**src/rtl/tilt_classifier.sv**
```systemverilog
// Tilt classifier: turns raw unsigned X/Y accelerometer samples into a
// debounced, hysteresis-filtered 4-bit tilt direction vector with a
// one-cycle change strobe.
//
// Per-axis committed state
//   state      | meaning
//   -----------+-----------------------------------------------
//   ST_NEUTRAL | axis level, both tilt bits of the axis clear
//   ST_POS     | axis tilted positive (Y: left,  X: forward)
//   ST_NEG     | axis tilted negative (Y: right, X: back)
//
// Axis index 0 is Y, index 1 is X, matching the tilt bit packing
// {X NEG, X POS, Y NEG, Y POS}.
module tilt_classifier #(
    parameter int                DATA_W    = 9,
    parameter logic [DATA_W-1:0] HI_THRESH = 9'h1A0,
    parameter logic [DATA_W-1:0] LO_THRESH = 9'h0A0,
    parameter logic [DATA_W-1:0] HYST      = 9'h010,
    parameter int                DEBOUNCE  = 4,
    parameter int                CNT_W     = 3
) (
    input  logic              clk,
    input  logic              reset,
    input  logic              sample_valid,
    input  logic [DATA_W-1:0] accelX,
    input  logic [DATA_W-1:0] accelY,
    output logic [3:0]        tilt,
    output logic              tilt_changed
);

    typedef enum logic [1:0] {
        ST_NEUTRAL = 2'd0,
        ST_POS     = 2'd1,
        ST_NEG     = 2'd2
    } axis_state_t;

    // Relaxed thresholds used only while an axis is already committed.
    localparam logic [DATA_W-1:0] HI_HOLD  = HI_THRESH - HYST;
    localparam logic [DATA_W-1:0] LO_HOLD  = LO_THRESH + HYST;
    localparam logic [CNT_W-1:0]  CNT_ONE  = CNT_W'(1);
    localparam logic [CNT_W-1:0]  DEB_CNT  = CNT_W'(DEBOUNCE);

    axis_state_t       r_state [2];
    axis_state_t       r_prev  [2];
    logic [CNT_W-1:0]  r_cnt   [2];
    logic [3:0]        r_tilt;
    logic              r_tilt_changed;

    logic [DATA_W-1:0] w_sample    [2];
    axis_state_t       w_cand      [2];
    logic [CNT_W-1:0]  w_cnt_inc   [2];
    logic              w_commit    [2];
    axis_state_t       w_state_nxt [2];

    // Candidate state for one sample, given the axis' committed state.
    function automatic axis_state_t classify(axis_state_t committed,
                                             logic [DATA_W-1:0] s);
        axis_state_t c;
        case (committed)
            ST_POS: begin
                if (s >= HI_HOLD)        c = ST_POS;
                else if (s <= LO_THRESH) c = ST_NEG;
                else                     c = ST_NEUTRAL;
            end
            ST_NEG: begin
                if (s <= LO_HOLD)        c = ST_NEG;
                else if (s >= HI_THRESH) c = ST_POS;
                else                     c = ST_NEUTRAL;
            end
            default: begin
                if (s >= HI_THRESH)      c = ST_POS;
                else if (s <= LO_THRESH) c = ST_NEG;
                else                     c = ST_NEUTRAL;
            end
        endcase
        return c;
    endfunction

    assign w_sample[0] = accelY;
    assign w_sample[1] = accelX;

    // Classify, advance the run length and decide whether this sample commits.
    always_comb begin
        for (int a = 0; a < 2; a++) begin
            w_cand[a]      = classify(r_state[a], w_sample[a]);
            w_cnt_inc[a]   = (w_cand[a] == r_prev[a]) ? (r_cnt[a] + CNT_ONE) : CNT_ONE;
            w_commit[a]    = sample_valid && (w_cand[a] != r_state[a]) &&
                             (w_cnt_inc[a] == DEB_CNT);
            w_state_nxt[a] = w_commit[a] ? w_cand[a] : r_state[a];
        end
    end

    // Axis FSMs, debounce counters and registered tilt outputs.
    always_ff @(posedge clk or negedge reset) begin
        if (!reset) begin
            for (int a = 0; a < 2; a++) begin
                r_state[a] <= ST_NEUTRAL;
                r_prev[a]  <= ST_NEUTRAL;
                r_cnt[a]   <= '0;
            end
            r_tilt         <= 4'b0000;
            r_tilt_changed <= 1'b0;
        end else begin
            if (sample_valid) begin
                for (int a = 0; a < 2; a++) begin
                    r_prev[a]  <= w_cand[a];
                    r_state[a] <= w_state_nxt[a];
                    if ((w_cand[a] == r_state[a]) || w_commit[a])
                        r_cnt[a] <= '0;
                    else
                        r_cnt[a] <= w_cnt_inc[a];
                end
            end
            r_tilt <= {w_state_nxt[1] == ST_NEG, w_state_nxt[1] == ST_POS,
                       w_state_nxt[0] == ST_NEG, w_state_nxt[0] == ST_POS};
            // Every commit changes its axis, so any commit changes tilt;
            // simultaneous commits on both axes merge into one pulse.
            r_tilt_changed <= w_commit[0] | w_commit[1];
        end
    end

    assign tilt         = r_tilt;
    assign tilt_changed = r_tilt_changed;

endmodule

```
**config.mk**
```make
export PLATFORM = sky130hd
export DESIGN_NAME = tilt_classifier
export DESIGN_NICKNAME = d
export VERILOG_FILES = /design/src/rtl/tilt_classifier.sv
export SDC_FILE = /design/constraint.sdc
export NUM_CORES = 1
export LEC_CHECK = 0
export ABC_AREA = 1
export ABC_CLOCK_PERIOD_IN_PS = 6400
export BUFFER_PORTS_ARGS = -buffer_cell sky130_fd_sc_hd__clkbuf_2
export CAP_MARGIN = 20
export CORE_ASPECT_RATIO = 1.75
export CORE_MARGIN = 3
export CORE_UTILIZATION = 48
export CTS_BUF_LIST = sky130_fd_sc_hd__clkbuf_16
export DETAILED_ROUTE_END_ITERATION = 10
export PLACE_DENSITY = 0.81
export SYNTH_ARGS = -nofsm -noshare
export SYNTH_HDL_FRONTEND = slang
export SYNTH_SLANG_ARGS = --single-unit
```
**constraint.sdc**
```tcl
create_clock -name clk -period 6.4 [get_ports clk]
set_clock_uncertainty 0.15 [all_clocks]
set_input_delay 0 -clock clk [delete_from_list [all_inputs] [get_ports clk]]
set_output_delay 0 -clock clk [all_outputs]
set_load 0.05 [all_outputs]
```
# ---- Word-level counts from Yosys, hierarchy flattened
# Cells that the tools add are included.
dict set report op_classes {
  addsub 2
  n_lt_le_gt_ge 8
  n_eq_ne 16
  n_mux 18
  bitwise_logic 1
  n_reduce_logical 6
}
# op n
set op_table {}
lappend op_table {{9-bit >= comparator, second input constant} 4}
lappend op_table {{9-bit by 8-bit less-or-equal comparator with 1-bit output, second input constant} 4}
lappend op_table {{2-bit 2-to-1 mux} 10}
lappend op_table {{3-bit 2-to-1 mux} 4}
lappend op_table {{2-bit by 1-bit equality test with 1-bit output, second input constant} 4}
lappend op_table {{2-bit equality test} 4}
lappend op_table {{2-bit equality test, second input constant} 4}
lappend op_table {{2-bit case mux with 2 select lines} 2}
lappend op_table {{3-bit by 1-bit adder with 3-bit output, second input constant} 2}
lappend op_table {{3-bit equality test, second input constant} 2}
lappend op_table {{1-bit logical AND} 4}
lappend op_table {{2-bit != test} 2}
lappend op_table {{1-bit logical OR} 2}
lappend op_table {{1-bit 2-to-1 mux} 2}
lappend op_table {{1-bit OR} 1}
dict set report totals {
  register_bits 19
  input_bits 21
  output_inout_bits 5
  elab_cells 59
}

# ---- Longest topological paths before layout
dict set report logic_depth {
  depth_word 10
  depth_mapped 16
}

# ---- Least setup slack after synthesis
# OpenSTA, ideal clock, no wires.
dict set report synth_timing {
  path_kind {flip-flop to flip-flop}
  start {register r_state[0] in the netlist's numbering}
  end {register r_tilt[2] (netlist: tilt[2])}
  setup_ns 0.069
  t_arrival_ns 1.783
  slack_ns 4.398
  path_stages_with_launch 16
  path_cell_list {dfrtp_1 -> inv_1 -> ha_1 -> nor2_1 -> nand2_1 -> nand2_2 -> nand2_4 -> nand2_4 -> nand2_1 -> nand3_2 -> nand2_2 -> nor2_4 -> nand2_4 -> nand2_2 -> nand2_2 -> nor2_2}
}
dict set report synth_via {
  elab_chain_len 8
}
# item line_no
set synth_lines {}
lappend synth_lines {{start: declaration} 43} ;# axis_state_t r_state [2];
lappend synth_lines {{start signal: indexed assignment} 107} ;# r_state[a] <= w_state_nxt[a];
lappend synth_lines {{2-bit equality test or 2-bit by 1-bit equality test with 1-bit output (tied branches)} 59} ;# case (committed)
lappend synth_lines {{2-bit case mux with 2 select lines} 59}
lappend synth_lines {{2-bit equality test} 86} ;# w_cnt_inc[a] = (w_cand[a] == r_prev[a]) ? (r_cnt[a] + CNT_ONE) : CNT_ONE;
lappend synth_lines {{3-bit 2-to-1 mux} 86}
lappend synth_lines {{3-bit equality test} 88} ;# (w_cnt_inc[a] == DEB_CNT);
lappend synth_lines {{1-bit logical AND} 87} ;# w_commit[a] = sample_valid && (w_cand[a] != r_state[a]) &&
lappend synth_lines {{2-bit 2-to-1 mux *} 89} ;# w_state_nxt[a] = w_commit[a] ? w_cand[a] : r_state[a];
lappend synth_lines {{2-bit by 1-bit equality test with 1-bit output *} 114} ;# r_tilt <= {w_state_nxt[1] == ST_NEG, w_state_nxt[1] == ST_POS,
lappend synth_lines {{end signal: assignment} 114}
lappend synth_lines {{end: declaration} 46} ;# logic [3:0] r_tilt;
# Every way passes the cells marked *; elsewhere a longest branch is shown, timed or not.
# A chain may end at the register's enable or synchronous reset.

# ---- Worst setup path in the final report
dict set report layout_timing {
  start {register r_state[0] in the netlist's numbering}
  end {register r_tilt[3] (netlist: tilt[3])}
}
dict set report layout_via {
  elab_chain_len 8
}
# item line_no
set layout_lines {}
lappend layout_lines {{2-bit equality test or 2-bit by 1-bit equality test with 1-bit output (tied branches)} 59}
lappend layout_lines {{2-bit case mux with 2 select lines} 59}
lappend layout_lines {{2-bit equality test} 86}
lappend layout_lines {{3-bit 2-to-1 mux} 86}
lappend layout_lines {{3-bit equality test} 88}
lappend layout_lines {{1-bit logical AND} 87}
lappend layout_lines {{2-bit 2-to-1 mux *} 89}
lappend layout_lines {{2-bit equality test *} 114}
# Marked as above.

==> impl_metrics.yaml <==
global_routing:
  grt_use_total_pct: 17.52
  grt_pass1_vias: 1388
  grt_pass1_wl_mm: 5.451
  grt_max_degree: 20
  antenna_found_initial: 0
  grt-ovfl-total: 0
route:
  drt_drc_violations_left: 0
  ant_nets: 0
  drt_iter0_markers: 26
  wl_per_cell_um: 10.47
  routed_wirelength_mm: 3.140
  vias: 1458
  firstDrtPassIters: 4
  via_per_inst: 4.860
sta:
  finalCriticalPeriod_ns: 2.201
  setup_tns_ns: 0
  max_freq_mhz: 454.4
  hold_viol_final: 0
  finalSetupViolCount: 0
  worst_slack_ns: 4.199
  slew_headroom_pct: 67.92
  holdWs_ns: 0.08978
  rsz0062_at_grt: "no"
  tightest_slew_ns: 0.4811
  slew_violations: 0
  period_share_pct: 34.39
pwr:
  p_int_uw: 236.1
  clkPwrFrac_pct: 38.4
  seqPwrFrac_pct: 39.1
  switching_share_pct: 29.30
  p_leak_uw: 0.001024
  combinationalPowerShare_pct: 22.5
  irDropWorstVdd_mv: 0.1219
  power_density_mw_per_mm2: 179.3
  power_switching_uw: 97.86
clock_tree:
  htree_levels: 1
  path_clk_slew_ns: 0.05
  tritoncts: "done"
  cts_buffers: 3
  clock-sinks: 19
  clock_path_buffers: 2
  clock_latency_ns: 0.25
  clockRootBuffer: "clkbuf_16"
  post_cts_buffers: 0
floorplanning:
  die_h_um: 82.12
  core_sq_mm: 0.003176
  ioPinCount: 26
  dieArea_sq_mm: 0.004064
  rows: 27
  start_util_pct: 50.04
  fp.dieW_um: 49.50
placement:
  dp_hpwl_mm: 2.626
  io_buffers: 25
  gp_congestion: 0.8650
  place_area_sq_mm: 0.001763
  dp_slack_ns: 4.181
setup_path:
  crit_arrival_ns: 2.24
  path_max_fanout: 6
  crit_required_ns: 6.44
  end_kind: "flip-flop"
  critPathKind: "flip-flop to flip-flop"
  start_kind: "flip-flop"
yosys:
  yosysSeqAreaShare_pct: 29.92
  ys_seq_elements: 19
  synth_area_sq_mm: 0.001589
  netlist-cell-type-count: 26
  yosys_warnings: 0
  synth_nets: 254
  syn_avg_cell_area_sq_um: 7.000
  syn_inst: 227
finish:
  synthToLayoutAreaGrowth_pct: 17.24
  final_nets: 285
  final_util_pct: 58.67
  final_cell_area_sq_mm: 0.001863
  drive_gt1_share_pct: 26.85
  antennaDiodeCount: 0
  fillers: 328
min_path:
  min_path_type: "primary input to asynchronous set/reset pin"
flow_run:
  drv_cap: 0
outcome:
  outcome: "complete, no violations"
final timing paths:
kind / from / end / slack, ns / depth (start not counted)
hold / removal: reset / tilt[0]$_DFF_PN0_ / 0.09 / 2
setup reg to reg: r_state[0]$_DFFE_PN0P_ / tilt[3]$_DFF_PN0_ / 4.20 / 13
setup / recovery: r_state[0]$_DFFE_PN0P_ / tilt[3]$_DFF_PN0_ / 4.20 / 13
hold reg to reg: r_cnt[1]$_DFFE_PN0P_ / r_cnt[1]$_DFFE_PN0P_ / 0.34 / 2
min in group clk: accelX[7] / r_prev[0]$_DFFE_PN0P_ / 0.16 / 5
max in group asynchronous: reset / r_prev[0]$_DFFE_PN0P_ / 5.68 / 2
kinds of logic after synthesis:
family | Yosys count | share of synthesized area, %
flip-flops | 19 | 29.92
XOR/XNOR | 2 | 1.103
buffers and inverters | 42 | 10.00
AND/OR/NAND/NOR | 145 | 49.05
AO/OA/AOI/OAI | 13 | 5.197
adder cells (fa/ha/maj) | 6 | 4.724
layout make-up:
type,instances,area [sq um],share of cell area [%]
Clock buffer,3,75.07,4.030
Clock inverter,1,5.005,0.2686
Tap cell,43,53.80,2.888
Timing Repair Buffer,27,145.1,7.790
Multi-Input combinational cell,166,954.7,51.24
Inverter,41,153.9,8.261
Sequential cell,19,475.5,25.52
layer usage:
layer,global-route usage (%),part of all wire [%]
met1,15.12,35
met2,37.50,59
met3,1.436,2.5
met4,10.53,3.4
met5,0,0
placed cells by master (no fill, tap or decap):
cell type and instances:
nand2_1 61, inv_1 38, clkbuf_2 25, nor2_1 22, nand3_1 21, dfrtp_1 19
nand2_2 14, o21ai_0 7, nand2_4 6, nand3_2 6, ha_1 6, nor2_4 3
nor2_2 3, nand4_1 3, clkbuf_16 3, inv_2 2, a21oi_1 2, nand3_4 2
nand3b_1 2, o22ai_1 2, dlygate4sd3_1 2, xnor2_1 1, clkinv_1 1, o21ai_4 1
nor3_4 1, o21ai_2 1, xor2_1 1, nor3_2 1, clkinv_2 1
power by group through the flow:
stage               combinational [uW]  clock, uW  sequential, uW
floorplan                         52.5          0             133
global placement                  73.1          0             132
detailed placement                74.3          0             132
CTS                               76.1        130             130
global route                      85.1        134             131
finish                            75.2        128             130
repair_timing:
item,4_1_cts,5_1_grt
resized for setup,0,0
hold endpoints to repair,24,0
hold buffers,2,0
synth_stat cells:
library cell | count | area [sq um]
xor2_1 | 1 | 8.760
nand2_1 | 61 | 229.0
nor2_4 | 3 | 33.78
nand3_1 | 21 | 105.1
inv_1 | 38 | 142.6
nor2_1 | 22 | 82.58
clkinv_1 | 1 | 3.750
nor3_2 | 1 | 10.01
o21ai_0 | 7 | 35.03
nand3b_1 | 2 | 15.01
nor3_4 | 1 | 16.27
xnor2_1 | 1 | 8.760
nand3_2 | 6 | 60.06
buf_2 | 1 | 5.000
a21oi_1 | 2 | 10.01
dfrtp_1 | 19 | 475.5
nand4_1 | 3 | 18.77
ha_1 | 6 | 75.07
nor2_2 | 3 | 18.77
o22ai_1 | 2 | 12.51
inv_2 | 2 | 7.510
o21ai_4 | 1 | 16.27
o21ai_2 | 1 | 8.760
nand2_2 | 14 | 87.58
nand2_4 | 6 | 67.56
nand3_4 | 2 | 35.03
per-stage QoR:
stage / instances / total power [uW]
floorplan: 227 / 185.7
global placement: 294 / 205.3
detailed placement: 294 / 206.8
CTS: 300 / 337.0
global route: 300 / 350.1
finish: 300 / 334.0
critical path, cell delays in order (launching register included):
cell	delay, ns
dfrtp_1	0.39
inv_1	0.09
ha_1	0.37
inv_1	0.09
nand3_2	0.11
nand2_2	0.13
nand2_2	0.07
nand2_4	0.07
nand3_4	0.09
nor3_4	0.23
nand2_4	0.11
nand2_1	0.07
nand2_1	0.05
nor2_2	0.10
state kept, by name, summed over array words and instances (netlist names):
| register | cells |
|---|---|
| r_cnt | 6 |
| r_prev | 4 |
| r_state | 4 |
| tilt | 4 |
| tilt_changed | 1 |
No activity file was read; power rests on OpenSTA's default activity.
